==> src/rtl/adder_ctrl_pkg.sv <==
// Shared definitions for the adder-sharing arbiter: datapath width, requester ID
// width and FSM state encoding.
package adder_ctrl_pkg;

   localparam int WIDTH = 16;
   localparam int ID_W  = 1;

   // 2'd3 is never entered; the FSM treats it as IDLE.
   typedef enum logic [1:0] {
      IDLE = 2'd0,
      CALC = 2'd1,
      DONE = 2'd2
   } state_t;

endpackage

==> src/rtl/adder_share_arbiter_if.sv <==
// Request/result handshake bundle between two requesters, one consumer and the
// shared-adder arbiter.
interface adder_share_arbiter_if;

   logic [1:0]                        req_valid;
   logic [1:0]                        req_ready;
   logic [adder_ctrl_pkg::WIDTH-1:0]  req0_a;
   logic [adder_ctrl_pkg::WIDTH-1:0]  req0_b;
   logic [adder_ctrl_pkg::WIDTH-1:0]  req1_a;
   logic [adder_ctrl_pkg::WIDTH-1:0]  req1_b;
   logic                              out_valid;
   logic                              out_ready;
   logic [adder_ctrl_pkg::ID_W-1:0]   out_id;
   logic [adder_ctrl_pkg::WIDTH-1:0]  out_sum;
   logic                              out_overflow;

   modport master (
      output req_valid, req0_a, req0_b, req1_a, req1_b, out_ready,
      input  req_ready, out_valid, out_id, out_sum, out_overflow
   );

   modport slave (
      input  req_valid, req0_a, req0_b, req1_a, req1_b, out_ready,
      output req_ready, out_valid, out_id, out_sum, out_overflow
   );

endinterface

==> src/rtl/adder_16bit.sv <==
// 16-bit wrapping adder with signed-overflow flag; carry-out is not exposed.
module adder_16bit (
   input  logic [15:0] A,
   input  logic [15:0] B,
   output logic [15:0] sum,
   output logic        overflow
);

   assign sum      = A + B;
   assign overflow = (A[15] == B[15]) && (sum[15] != A[15]);

endmodule

==> src/rtl/adder_share_arbiter.sv <==
// Round-robin sharing of one adder_16bit between two requesters, with a held
// result register and a saturating overflow-event counter.
module adder_share_arbiter
   import adder_ctrl_pkg::*;
#(
   parameter int WIDTH     = 16,
   parameter int OVF_CNT_W = 8
) (
   input  logic                  clk,
   input  logic                  rst,
   adder_share_arbiter_if.slave  bus,
   output logic [OVF_CNT_W-1:0]  ovf_count
);

   generate
      if (WIDTH != 16) begin : g_width_check
         $error("adder_share_arbiter: WIDTH must be 16 to match adder_16bit");
      end
   endgenerate

   localparam logic [OVF_CNT_W-1:0] OVF_MAX = '1;

   state_t              state_reg;
   logic [15:0]         a_reg;
   logic [15:0]         b_reg;
   logic [ID_W-1:0]     id_reg;
   logic                last_grant_reg;
   logic                out_valid_reg;
   logic [ID_W-1:0]     out_id_reg;
   logic [15:0]         out_sum_reg;
   logic                out_ovf_reg;
   logic [OVF_CNT_W-1:0] ovf_count_reg;

   logic                grant_valid;
   logic                grant;
   logic                state_idle;
   logic [15:0]         add_sum;
   logic                add_ovf;

   // On a tie the requester that did not win last time gets the adder.
   always_comb begin
      grant_valid = 1'b0;
      grant       = 1'b0;
      case (bus.req_valid)
         2'b01: begin grant_valid = 1'b1; grant = 1'b0;            end
         2'b10: begin grant_valid = 1'b1; grant = 1'b1;            end
         2'b11: begin grant_valid = 1'b1; grant = ~last_grant_reg; end
         default: ;
      endcase
   end

   assign state_idle    = (state_reg != CALC) && (state_reg != DONE);
   assign bus.req_ready = (state_idle && grant_valid) ? (grant ? 2'b10 : 2'b01) : 2'b00;

   adder_16bit u_adder (
      .A        (a_reg),
      .B        (b_reg),
      .sum      (add_sum),
      .overflow (add_ovf)
   );

   always_ff @(posedge clk) begin
      if (rst) begin
         state_reg      <= IDLE;
         a_reg          <= '0;
         b_reg          <= '0;
         id_reg         <= '0;
         last_grant_reg <= 1'b1;
         out_valid_reg  <= 1'b0;
         out_id_reg     <= '0;
         out_sum_reg    <= '0;
         out_ovf_reg    <= 1'b0;
         ovf_count_reg  <= '0;
      end else begin
         case (state_reg)
            CALC: begin
               out_sum_reg   <= add_sum;
               out_ovf_reg   <= add_ovf;
               out_id_reg    <= id_reg;
               out_valid_reg <= 1'b1;
               state_reg     <= DONE;
            end
            DONE: begin
               if (bus.out_ready) begin
                  out_valid_reg <= 1'b0;
                  state_reg     <= IDLE;
                  if (out_ovf_reg && (ovf_count_reg != OVF_MAX))
                     ovf_count_reg <= ovf_count_reg + 1'b1;
               end
            end
            default: begin
               // A grant always coincides with the granted requester's valid.
               if (grant_valid) begin
                  a_reg          <= grant ? bus.req1_a : bus.req0_a;
                  b_reg          <= grant ? bus.req1_b : bus.req0_b;
                  id_reg         <= grant;
                  last_grant_reg <= grant;
                  state_reg      <= CALC;
               end
            end
         endcase
      end
   end

   assign bus.out_valid    = out_valid_reg;
   assign bus.out_id       = out_id_reg;
   assign bus.out_sum      = out_sum_reg;
   assign bus.out_overflow = out_ovf_reg;
   assign ovf_count        = ovf_count_reg;

endmodule

==> src/flat_wrapper.sv <==
// flat-port wrapper written by rule: the top's interface ports become plain ports
module adder_share_arbiter_flat import adder_ctrl_pkg::*;
#(
   parameter int WIDTH     = 16,
   parameter int OVF_CNT_W = 8
)
  (clk, rst, ovf_count, bus_req_valid, bus_req0_a, bus_req0_b, bus_req1_a, bus_req1_b, bus_out_ready, bus_req_ready, bus_out_valid, bus_out_id, bus_out_sum, bus_out_overflow);
  adder_share_arbiter_if bus_i ();
  input  logic clk;
  input  logic rst;
  output logic [OVF_CNT_W-1:0] ovf_count;
  input wire logic [$bits(bus_i.req_valid)-1:0] bus_req_valid;
  input wire logic [$bits(bus_i.req0_a)-1:0] bus_req0_a;
  input wire logic [$bits(bus_i.req0_b)-1:0] bus_req0_b;
  input wire logic [$bits(bus_i.req1_a)-1:0] bus_req1_a;
  input wire logic [$bits(bus_i.req1_b)-1:0] bus_req1_b;
  input wire logic [$bits(bus_i.out_ready)-1:0] bus_out_ready;
  output wire logic [$bits(bus_i.req_ready)-1:0] bus_req_ready;
  output wire logic [$bits(bus_i.out_valid)-1:0] bus_out_valid;
  output wire logic [$bits(bus_i.out_id)-1:0] bus_out_id;
  output wire logic [$bits(bus_i.out_sum)-1:0] bus_out_sum;
  output wire logic [$bits(bus_i.out_overflow)-1:0] bus_out_overflow;
  assign bus_i.req_valid = bus_req_valid;
  assign bus_i.req0_a = bus_req0_a;
  assign bus_i.req0_b = bus_req0_b;
  assign bus_i.req1_a = bus_req1_a;
  assign bus_i.req1_b = bus_req1_b;
  assign bus_i.out_ready = bus_out_ready;
  assign bus_req_ready = bus_i.req_ready;
  assign bus_out_valid = bus_i.out_valid;
  assign bus_out_id = bus_i.out_id;
  assign bus_out_sum = bus_i.out_sum;
  assign bus_out_overflow = bus_i.out_overflow;
  adder_share_arbiter #(.WIDTH(WIDTH), .OVF_CNT_W(OVF_CNT_W)) u_core (.clk(clk), .rst(rst), .bus(bus_i), .ovf_count(ovf_count));
endmodule
==> config.mk <==
export PLATFORM = sky130hd
export DESIGN_NAME = adder_share_arbiter_flat
export DESIGN_NICKNAME = d
export VERILOG_FILES = /design/src/rtl/adder_ctrl_pkg.sv /design/src/rtl/adder_share_arbiter_if.sv /design/src/rtl/adder_16bit.sv /design/src/rtl/adder_share_arbiter.sv /design/src/flat_wrapper.sv
export SDC_FILE = /design/constraint.sdc
export NUM_CORES = 1
export LEC_CHECK = 0
export BUFFER_PORTS_ARGS = -buffer_cell sky130_fd_sc_hd__buf_2
export CAP_MARGIN = 10
export CORE_MARGIN = 2
export CORE_UTILIZATION = 55
export CTS_CLUSTER_DIAMETER = 200
export CTS_CLUSTER_SIZE = 40
export DETAILED_ROUTE_END_ITERATION = 8
export PLACE_DENSITY = 0.92
export SYNTH_ARGS = -nofsm -noshare
export SYNTH_HDL_FRONTEND = slang
export SYNTH_SLANG_ARGS = --single-unit
==> constraint.sdc <==
create_clock -name clk -period 3.8 [get_ports clk]
set_input_delay 0.38 -clock clk [delete_from_list [all_inputs] [get_ports clk]]
set_output_delay 0.38 -clock clk [all_outputs]
set_load 0.02 [all_outputs]
# == Word level (Yosys, flattened, before mapping) ==
# Index checks and enable logic that the tools add are counted.
# op_classes
add_sub_neg,2
n_eq_ne,11
n_mux,11
n_bitwise,2
reduce_logical,12
# ops
op,n
16-bit 2-to-1 mux,2
16-bit adder,1
"8-bit by 1-bit adder with 8-bit output, second input constant",1
2-bit 2-to-1 mux,4
"8-bit != test, second input constant",1
"2-bit == test, second input constant",3
2-bit AND reduction,3
"2-bit by 1-bit == test with 1-bit output, second input constant",2
1-bit logical AND,4
"2-bit != test, second input constant",2
1-bit one-hot mux with 2 select lines,2
2-bit one-hot mux with 2 select lines,1
3-bit AND reduction,1
3-bit nonzero test,1
3-bit OR reduction,1
1-bit 2-to-1 mux,2
"2-bit by 1-bit != test with 1-bit output, second input constant",1
1-bit inverter,2
2-bit nonzero test,1
2-bit OR reduction,1
1-bit == test,1
1-bit != test,1
# totals
reg_bits,63
in_bits,69
out_inout_bits,29
word_cells,48

# == Depth between registers and ports, before layout ==
# Gate-level depths: netlist of the first run.
# depth
ltp_word,5
ltp_mapped,9
mapped_depth_nobuf,9

# == Hierarchy ==
# Synthesis of the first run repeated with hierarchy kept, for this count alone.
# unflattened
cells_unflattened,332
area_unflattened_um2,3129.3
# modules_own_cells
mod,instances,cells_each,area_per_inst_um2,seq_area_each_um2
adder_share_arbiter,1,239,2432.3,1261.2
adder_16bit,1,93,696.9,0.0

# == Worst setup path after synthesis of the first run ==
# No wires, ideal clock.
# synth_path
path_kind,flip-flop to flip-flop
startpoint,register u_core.b_reg[0]
endpoint,"register u_core.out_sum_reg[8], in the netlist u_core.bus.out_sum[8]"
setup_time_ns,0.086
t_arrival_ns,1.807
required_ns,3.714
setup_slack_ns,1.907
path_stages_with_launch,10
path_buffers,0
synth_period_minus_slack_ns,1.893
cell_sequence,dfxtp_1 > ha_1 > inv_1 > fa_1 > nand2b_1 > a21oi_1 > o21ai_1 > a21oi_1 > xnor2_1 > a211oi_1
# synth_between
elab_chain_len,1
# synth_rtl
element,line,rtl
start: declaration,adder_share_arbiter.sv:25,logic [15:0] b_reg;
start signal: assignment,adder_share_arbiter.sv:95,b_reg <= grant ? bus.req1_b : bus.req0_b;
16-bit adder,adder_16bit.sv:9,assign sum = A + B;
end signal: assignment,adder_share_arbiter.sv:77,out_sum_reg <= add_sum;
end: declaration,adder_share_arbiter.sv:30,logic [15:0] out_sum_reg;
# No other way between the ends.
# A chain may end at the register's enable or synchronous reset.

# == Worst setup path in the final report of the first run ==
# layout_path
startpoint,register u_core.state_reg[0]
endpoint,output port bus_req_ready[1]
# layout_between
elab_chain_len,4
elab_cells_between_ends,5
cone_classes,eq/ne (2); mux (1); reduce/logical (2)
# layout_rtl
element,line,rtl
start: declaration,adder_share_arbiter.sv:23,state_t state_reg;
start signal: assignment,adder_share_arbiter.sv:64,state_reg <= IDLE;
start signal: assignment,adder_share_arbiter.sv:81,state_reg <= DONE;
start signal: assignment,adder_share_arbiter.sv:86,state_reg <= IDLE;
2-bit by 1-bit != test with 1-bit output / 2-bit != test (equally long branches),adder_share_arbiter.sv:52,assign state_idle = (state_reg != CALC) && (state_reg != DONE);
1-bit logical AND *,adder_share_arbiter.sv:52,
1-bit logical AND *,adder_share_arbiter.sv:53,assign bus.req_ready = (state_idle && grant_valid) ? (grant ? 2'b10 : 2'b01) : 2'b00;
2-bit 2-to-1 mux *,adder_share_arbiter.sv:53,
end: declaration,flat_wrapper.sv:18,output wire logic [$bits(bus_i.req_ready)-1:0] bus_req_ready;
# Every way passes the cells marked *; elsewhere a longest branch is shown, timed or not.

==> summary.txt, run 1 <==
Critical path
  – Worst reg2reg setup slack: approximately 1.7 ns
  – Startpoint Class: flop
  – Critical Path Sink Type: output port
  – Reg2reg start: u_core.state_reg[0]$_SDFFE_PP0P_
  – Setup crit end: bus_req_ready[1]
  – Setup Crit Path Kind: reg -> out
  – CP max FO: 20
  – Critical path required time: 3.42 ns
  – Worst Setup SP: u_core.state_reg[0]$_SDFFE_PP0P_
  – R2R cell count: 7
  – Terminus of the critical flop-to-flop path: u_core.a_reg[15]$_SDFFE_PP0P_
  – Critical Path AT: around 2.2 ns

Pwr
  – Internal power: 1330 uW
  – NetSw: 742 uW
  – Leak: around 0.0018 uW
  – Gate power share: 34.5%
  – Total power: 2070 uW
  – Sw frac: 35.9%
  – P per Cell Area: 534 nW/um^2
  – Flop pwr share: 40.1%
  – VDD IR-drop max: around 270 uV
  – Clock power share: between 20% and 30%

Synthesis
  – Dominant cells by area after synthesis: dfxtp_1, a222oi_1, nor2_1
  – Synth Area per Inst: 8.92 sq um
  – Most used DFF post-synth: dfxtp_1
  – Synthesized instance count: approximately 350
  – EDFF count, synth: 0
  – Top-area cell type share of the netlist area: about two fifths
  – Number of library cell types mapped by synthesis: 48
  – Sequential share of the synthesized area: 40.1%
  – Post-synth top area cell: dfxtp_1
  – YS warnings: 0
  – Mapped cell area: 3150 sq um
  – Mapped Nets: between 400 and 500
  – Ys async rst share: 0%
  – FF+latch count, synth: 63

Final layout
  – Multi-input logic area: 1770 sq um
  – Share of post-route cells with drive strength above 1: 28.0%
  – Area growth syn-to-layout: 23.0%
  – Commonest non-fill, non-tap cell in the layout: buf_2
  – # diodes: 0
  – Post-layout instance area: 3870 sq um
  – Final Util: 70.3%
  – FF+latch area: around 1300 sq um
  – Commonest cells after routing, fill and taps aside: buf_2, nor2_1, dfxtp_1
  – Fill cell count: 427
  – Nets: about 530

Timing
  – Tcrit/Tclk final: 67.9%
  – Slew HR: 26.4%
  – Slew @ Worst Pin: 1.10 ns
  – Setup_tns: 0 ns
  – Setup Skew: 0.00555 ns
  – FMAX: 0.388 GHz
  – Final setup vio count: 0
  – Final Hold Fails: 0
  – RSZ-0062 raised after global routing: false
  – Final Slew Violations: 0
  – Tmin final: approximately 2.6 ns

Route
  – DRT iter0 DRCs: about 290
  – Vias per std cell: 6.07
  – Wire per inst: 15.6 um
  – Final WL: ~8.2 mm
  – DR DRC count: 2
  – Drt pass-1 iters: 9
  – DRT antenna net count: 0
  – DR vias: 3166

Outcome
  – Failing checks: design-rule violations
  – Status: finished with violations

Clock tree
  – Clock Latency Late Sink: 0.34 ns
  – CTS Hold Buffers Added: 0
  – CTS sink count: 63
  – Worst-case clock buffer depth: 2
  – # Post-CTS Setup Buffers: 0
  – Htree depth: 3
  – TritonCTS clock tree: built
  – CTS buffer count: 9
  – Clk slew on worst S/H paths: ~0.070 ns
  – CTS resizes: 0
  – Root Buffer: clkbuf_8

Place
  – HPWL Detailed: 5.98 mm
  – Port bufs: a little under 100
  – Placed cell areas: 3690 sq um
  – Gpl congestion: approximately 0.92

Floorplan
  – Width of the die: between 70 and 80 um
  – Die height: approximately 80 um
  – Initial core utilization: 57.2%
  – Core area: 5510 sq um
  – IO Count: 98
  – Full die area: 6340 sq um
  – Site Rows: 27

Run
  – MaxCap Viol Count: 0

Hold path
  – Worst hold path type: in -> reg

Global routing
  – First-pass GRT wire length: 13.4 mm
  – Total gr overflow: 0
  – Vias in the first global route: just under 3000
  – Global Route Usage Sum: 27.0%
  – Initial antenna violation count: 0
  – Largest net degree at the start of global routing: 65
==> final cells by class <==
class                           count  area share [%]
Multi-Input combinational cell    258            45.7
Sequential cell                    63            32.6
Timing Repair Buffer              103            13.9
Clock buffer                       13            4.10
Tap cell                           72            2.33
Inverter                           10           0.970
Clock inverter                      3           0.452
==> critical path: stages, from the launching register on <==
cell	delay, ns
dfxtp_1	0.36
inv_1	0.06
ha_1	0.36
nand2_1	0.08
a21oi_2	0.69
buf_2	0.31
==> cell usage after synthesis (all sizes together) (3+ instances only) <==
library cell and instances:
a21oi 21, a222oi 32, clkbuf 14, buf 8, xnor2 12, o21ai 9, nor3 4, nor2 68
nand2 19, o211ai 3, a211oi 5, o22ai 8, and3 5, mux2i 8, ha 18, nand4 5
dfxtp 63, xor2 6, inv 10, a211o 3, a21o 5
==> how the worst min path moves through the flow <==
stage                                              from  depth (start not counted)  slack, ns                             endpoint
detailed placement  u_core.bus.out_sum[11]$_SDFFE_PP0P_                          2       0.47  u_core.bus.out_sum[11]$_SDFFE_PP0P_
global route                             bus_req1_a[15]                          3       0.30        u_core.a_reg[15]$_SDFFE_PP0P_
floorplan                    u_core.id_reg$_SDFFE_PP0P_                          2       0.46           u_core.id_reg$_SDFFE_PP0P_
CTS                                       bus_req1_b[0]                          3       0.29         u_core.b_reg[0]$_SDFFE_PP0P_
global placement    u_core.bus.out_sum[11]$_SDFFE_PP0P_                          2       0.46  u_core.bus.out_sum[11]$_SDFFE_PP0P_
finish                                    bus_req1_b[0]                          3       0.29         u_core.b_reg[0]$_SDFFE_PP0P_
==> metrics by stage <==
stage          hold WS [ns]  worst slack [ns]  std cells
3_3_place_gp          0.460              1.67        505
5_1_grt               0.298              1.10        522
4_1_cts               0.287              1.21        522
6_report              0.292              1.22        522
3_5_place_dp          0.466              1.58        506
2_1_floorplan         0.457              1.91        353
==> logic make-up (layout without fill, tap and decap cells) <==
logic type / Yosys count / after routing / synth area share [%]
and+or+nand+nor: 118 / 118 / 16.9
AOI/OAI and AO/OA: 95 / 95 / 23.6
DFF: 63 / 63 / 40.1
buffers and inverters: 32 / 129 / 4.13
adders and majority gates: 19 / 19 / 7.79
xor gates and xnor gates: 18 / 18 / 5.01
muxes: 8 / 8 / 2.54
==> metal layers <==
| metal | wire length, um | global-route usage, % |
|---|---|---|
| met2 | 3960 | 45.0 |
| met4 | 136 | 11.6 |
| met3 | 648 | 4.86 |
| met1 | 3400 | 34.3 |
| met5 | 0 | 0 |
==> power groups by stage <==
stage | Clock (uW) | Sequential (uW) | Combinational, uW
after floorplan | 0 | 862 | 472
after global placement | 0 | 836 | 669
after detailed placement | 0 | 841 | 703
after CTS | 529 | 827 | 708
after global routing | 554 | 838 | 785
final | 525 | 829 | 713
Power figures use the tool's default switching activity.
==> run 2: changes to the inputs <==
Settings changed: CORE_UTILIZATION 55 to 51, PLACE_DENSITY 0.92 to 0.87.
Clock period 3.8 ns to 2.7 ns, I/O delays scaled along.
==> summary.txt, run 2 (synthesis gave the netlist of run 1 again) <==
Outcome
  – Status: finished, final reports clean

Global routing
  – Initial antenna violation count: 0
  – Global Route Usage Sum: 25.7%
  – Largest net degree at the start of global routing: 39
  – Vias in the first global route: 2868
  – First-pass GRT wire length: 13.4 mm
  – Total gr overflow: 0

Clock tree
  – CTS sink count: 63
  – Root Buffer: clkbuf_8
  – Worst-case clock buffer depth: 2
  – Htree depth: 3
  – Clock Latency Late Sink: 0.34 ns
  – CTS buffer count: 9
  – CTS resizes: 0
  – Clk slew on worst S/H paths: 0.07 ns
  – # Post-CTS Setup Buffers: 0
  – TritonCTS clock tree: built
  – CTS Hold Buffers Added: 0

Timing
  – Final Slew Violations: 0
  – Tcrit/Tclk final: 80.6%
  – Hold Slack: 0.193 ns
  – Slew @ Worst Pin: 0.509 ns
  – Final setup vio count: 0
  – Final Hold Fails: 0
  – FMAX: 0.460 GHz
  – Final setup margin: 0.524 ns
  – Tmin final: 2.18 ns
  – Slew HR: between 60% and 70%
  – RSZ-0062 raised after global routing: false
  – Setup_tns: 0 ns
  – Setup Skew: ~0.0079 ns

Floorplan
  – Core area: about 6000 sq um
  – Width of the die: 82.6 um
  – Full die area: 6820 sq um
  – Site Rows: 28
  – IO Count: 98
  – Die height: 82.6 um
  – Initial core utilization: 52.9%

Final layout
  – Final Util: 64.6%
  – # diodes: 0
  – Fill cell count: 514
  – Nets: 532
  – Area growth syn-to-layout: 22.2%
  – Commonest cells after routing, fill and taps aside: buf_2, nor2_1, dfxtp_1
  – Share of post-route cells with drive strength above 1: 27.9%
  – Commonest non-fill, non-tap cell in the layout: buf_2

Critical path
  – Critical Path AT: about 1.9 ns
  – CP max stage cell: dfxtp_1
  – CP Cell Sequence: inv_1 -> ha_1 -> nand2_1 -> a21oi_2 -> buf_4 -> buf_2
  – Critical Path Sink Type: output port
  – CP max FO: 33
  – Crit path largest cell delay: 0.37 ns
  – Setup Crit Path Kind: reg -> out
  – Startpoint Class: flop
  – Critical path required time: 2.43 ns

Route
  – Wire per inst: 15.5 um
  – Drt pass-1 iters: 9
  – DRT antenna net count: 0
  – Vias per std cell: 6.06
  – DR DRC count: 0
  – DRT iter0 DRCs: 362
  – Final WL: 8.10 mm
  – DR vias: 3168

Run
  – MaxCap Viol Count: 0

Place
  – Port bufs: 97
  – Gpl congestion: 0.932
  – HPWL Detailed: 5.85 mm
  – Pre-CTS setup slack: 0.594 ns

Pwr
  – Leak: about 0.0018 uW
  – P per Cell Area: 741 nW/um^2
  – VDD IR-drop max: 482 uV
  – Total power: around 2800 uW

Hold path
  – Worst hold path type: in -> reg
==> run 2: cell types whose count changed in the layout (fill, tap and decap cells not counted), sizes merged <==
cell,before,now
clkbuf,13,11
clkinv,2,3
buf,103,102
==> run 2: path summary, 6_finish.rpt <==
kind                                 startpoint                                  to  slack (ns)  depth (start not counted)
max            u_core.state_reg[0]$_SDFFE_PP0P_                    bus_req_ready[0]        0.52                          6
min                              bus_req1_a[14]       u_core.a_reg[14]$_SDFFE_PP0P_        0.19                          3
max reg2reg        u_core.b_reg[0]$_SDFFE_PP0P_  u_core.bus.out_sum[8]$_SDFFE_PP0P_        0.54                          9
min reg2reg  u_core.bus.out_sum[7]$_SDFFE_PP0P_  u_core.bus.out_sum[7]$_SDFFE_PP0P_        0.48                          2
==> run 2: per-layer routing <==
layer / vias up / share of wire [%] / wire [um] / track usage [%]
met1: 1484 / 43 / 3490 / 33.9
li1: 1508 / - / - / -
met5: - / 0 / 0 / 0
met2: 159 / 46 / 3750 / 39.8
met3: 17 / 8.5 / 689 / 7.39
met4: 0 / 2.0 / 164 / 9.67
==> run 2: layout make-up <==
type                            instances  area [sq um]  share of cell area [%]
Clock inverter                          4          22.5                   0.585
Sequential cell                        63          1260                    32.8
Tap cell                               75          93.8                    2.44
Clock buffer                           11           141                    3.67
Inverter                               10          37.5                   0.976
Multi-Input combinational cell        258          1770                    46.0
Timing Repair Buffer                  102           523                    13.6
==> run 2: metrics by stage <==
step | std cells | area (sq um)
after global routing | 523 | 3850
after detailed placement | 508 | 3680
after global placement | 508 | 3680
after floorplan | 353 | 3150
final | 523 | 3850
after CTS | 523 | 3850
==> run 2: critical path, delay by kind of cell (launching register included) <==
family / cells / cell delay, ns
AOI/OAI and AO/OA: 1 / 0.11
adders and majority gates: 1 / 0.36
buffers and inverters: 3 / 0.63
and+or+nand+nor: 1 / 0.08
DFF: 1 / 0.37
==> run 2: where the power goes <==
| group | leakage [uW] | total (uW) | internal, uW | switching, uW |
|---|---|---|---|---|
| combinational | 0.00115 | 985 | 402 | 583 |
| sequential | 0.000516 | 1170 | 1070 | 98.0 |
| clock | 0.0000850 | 696 | 348 | 349 |
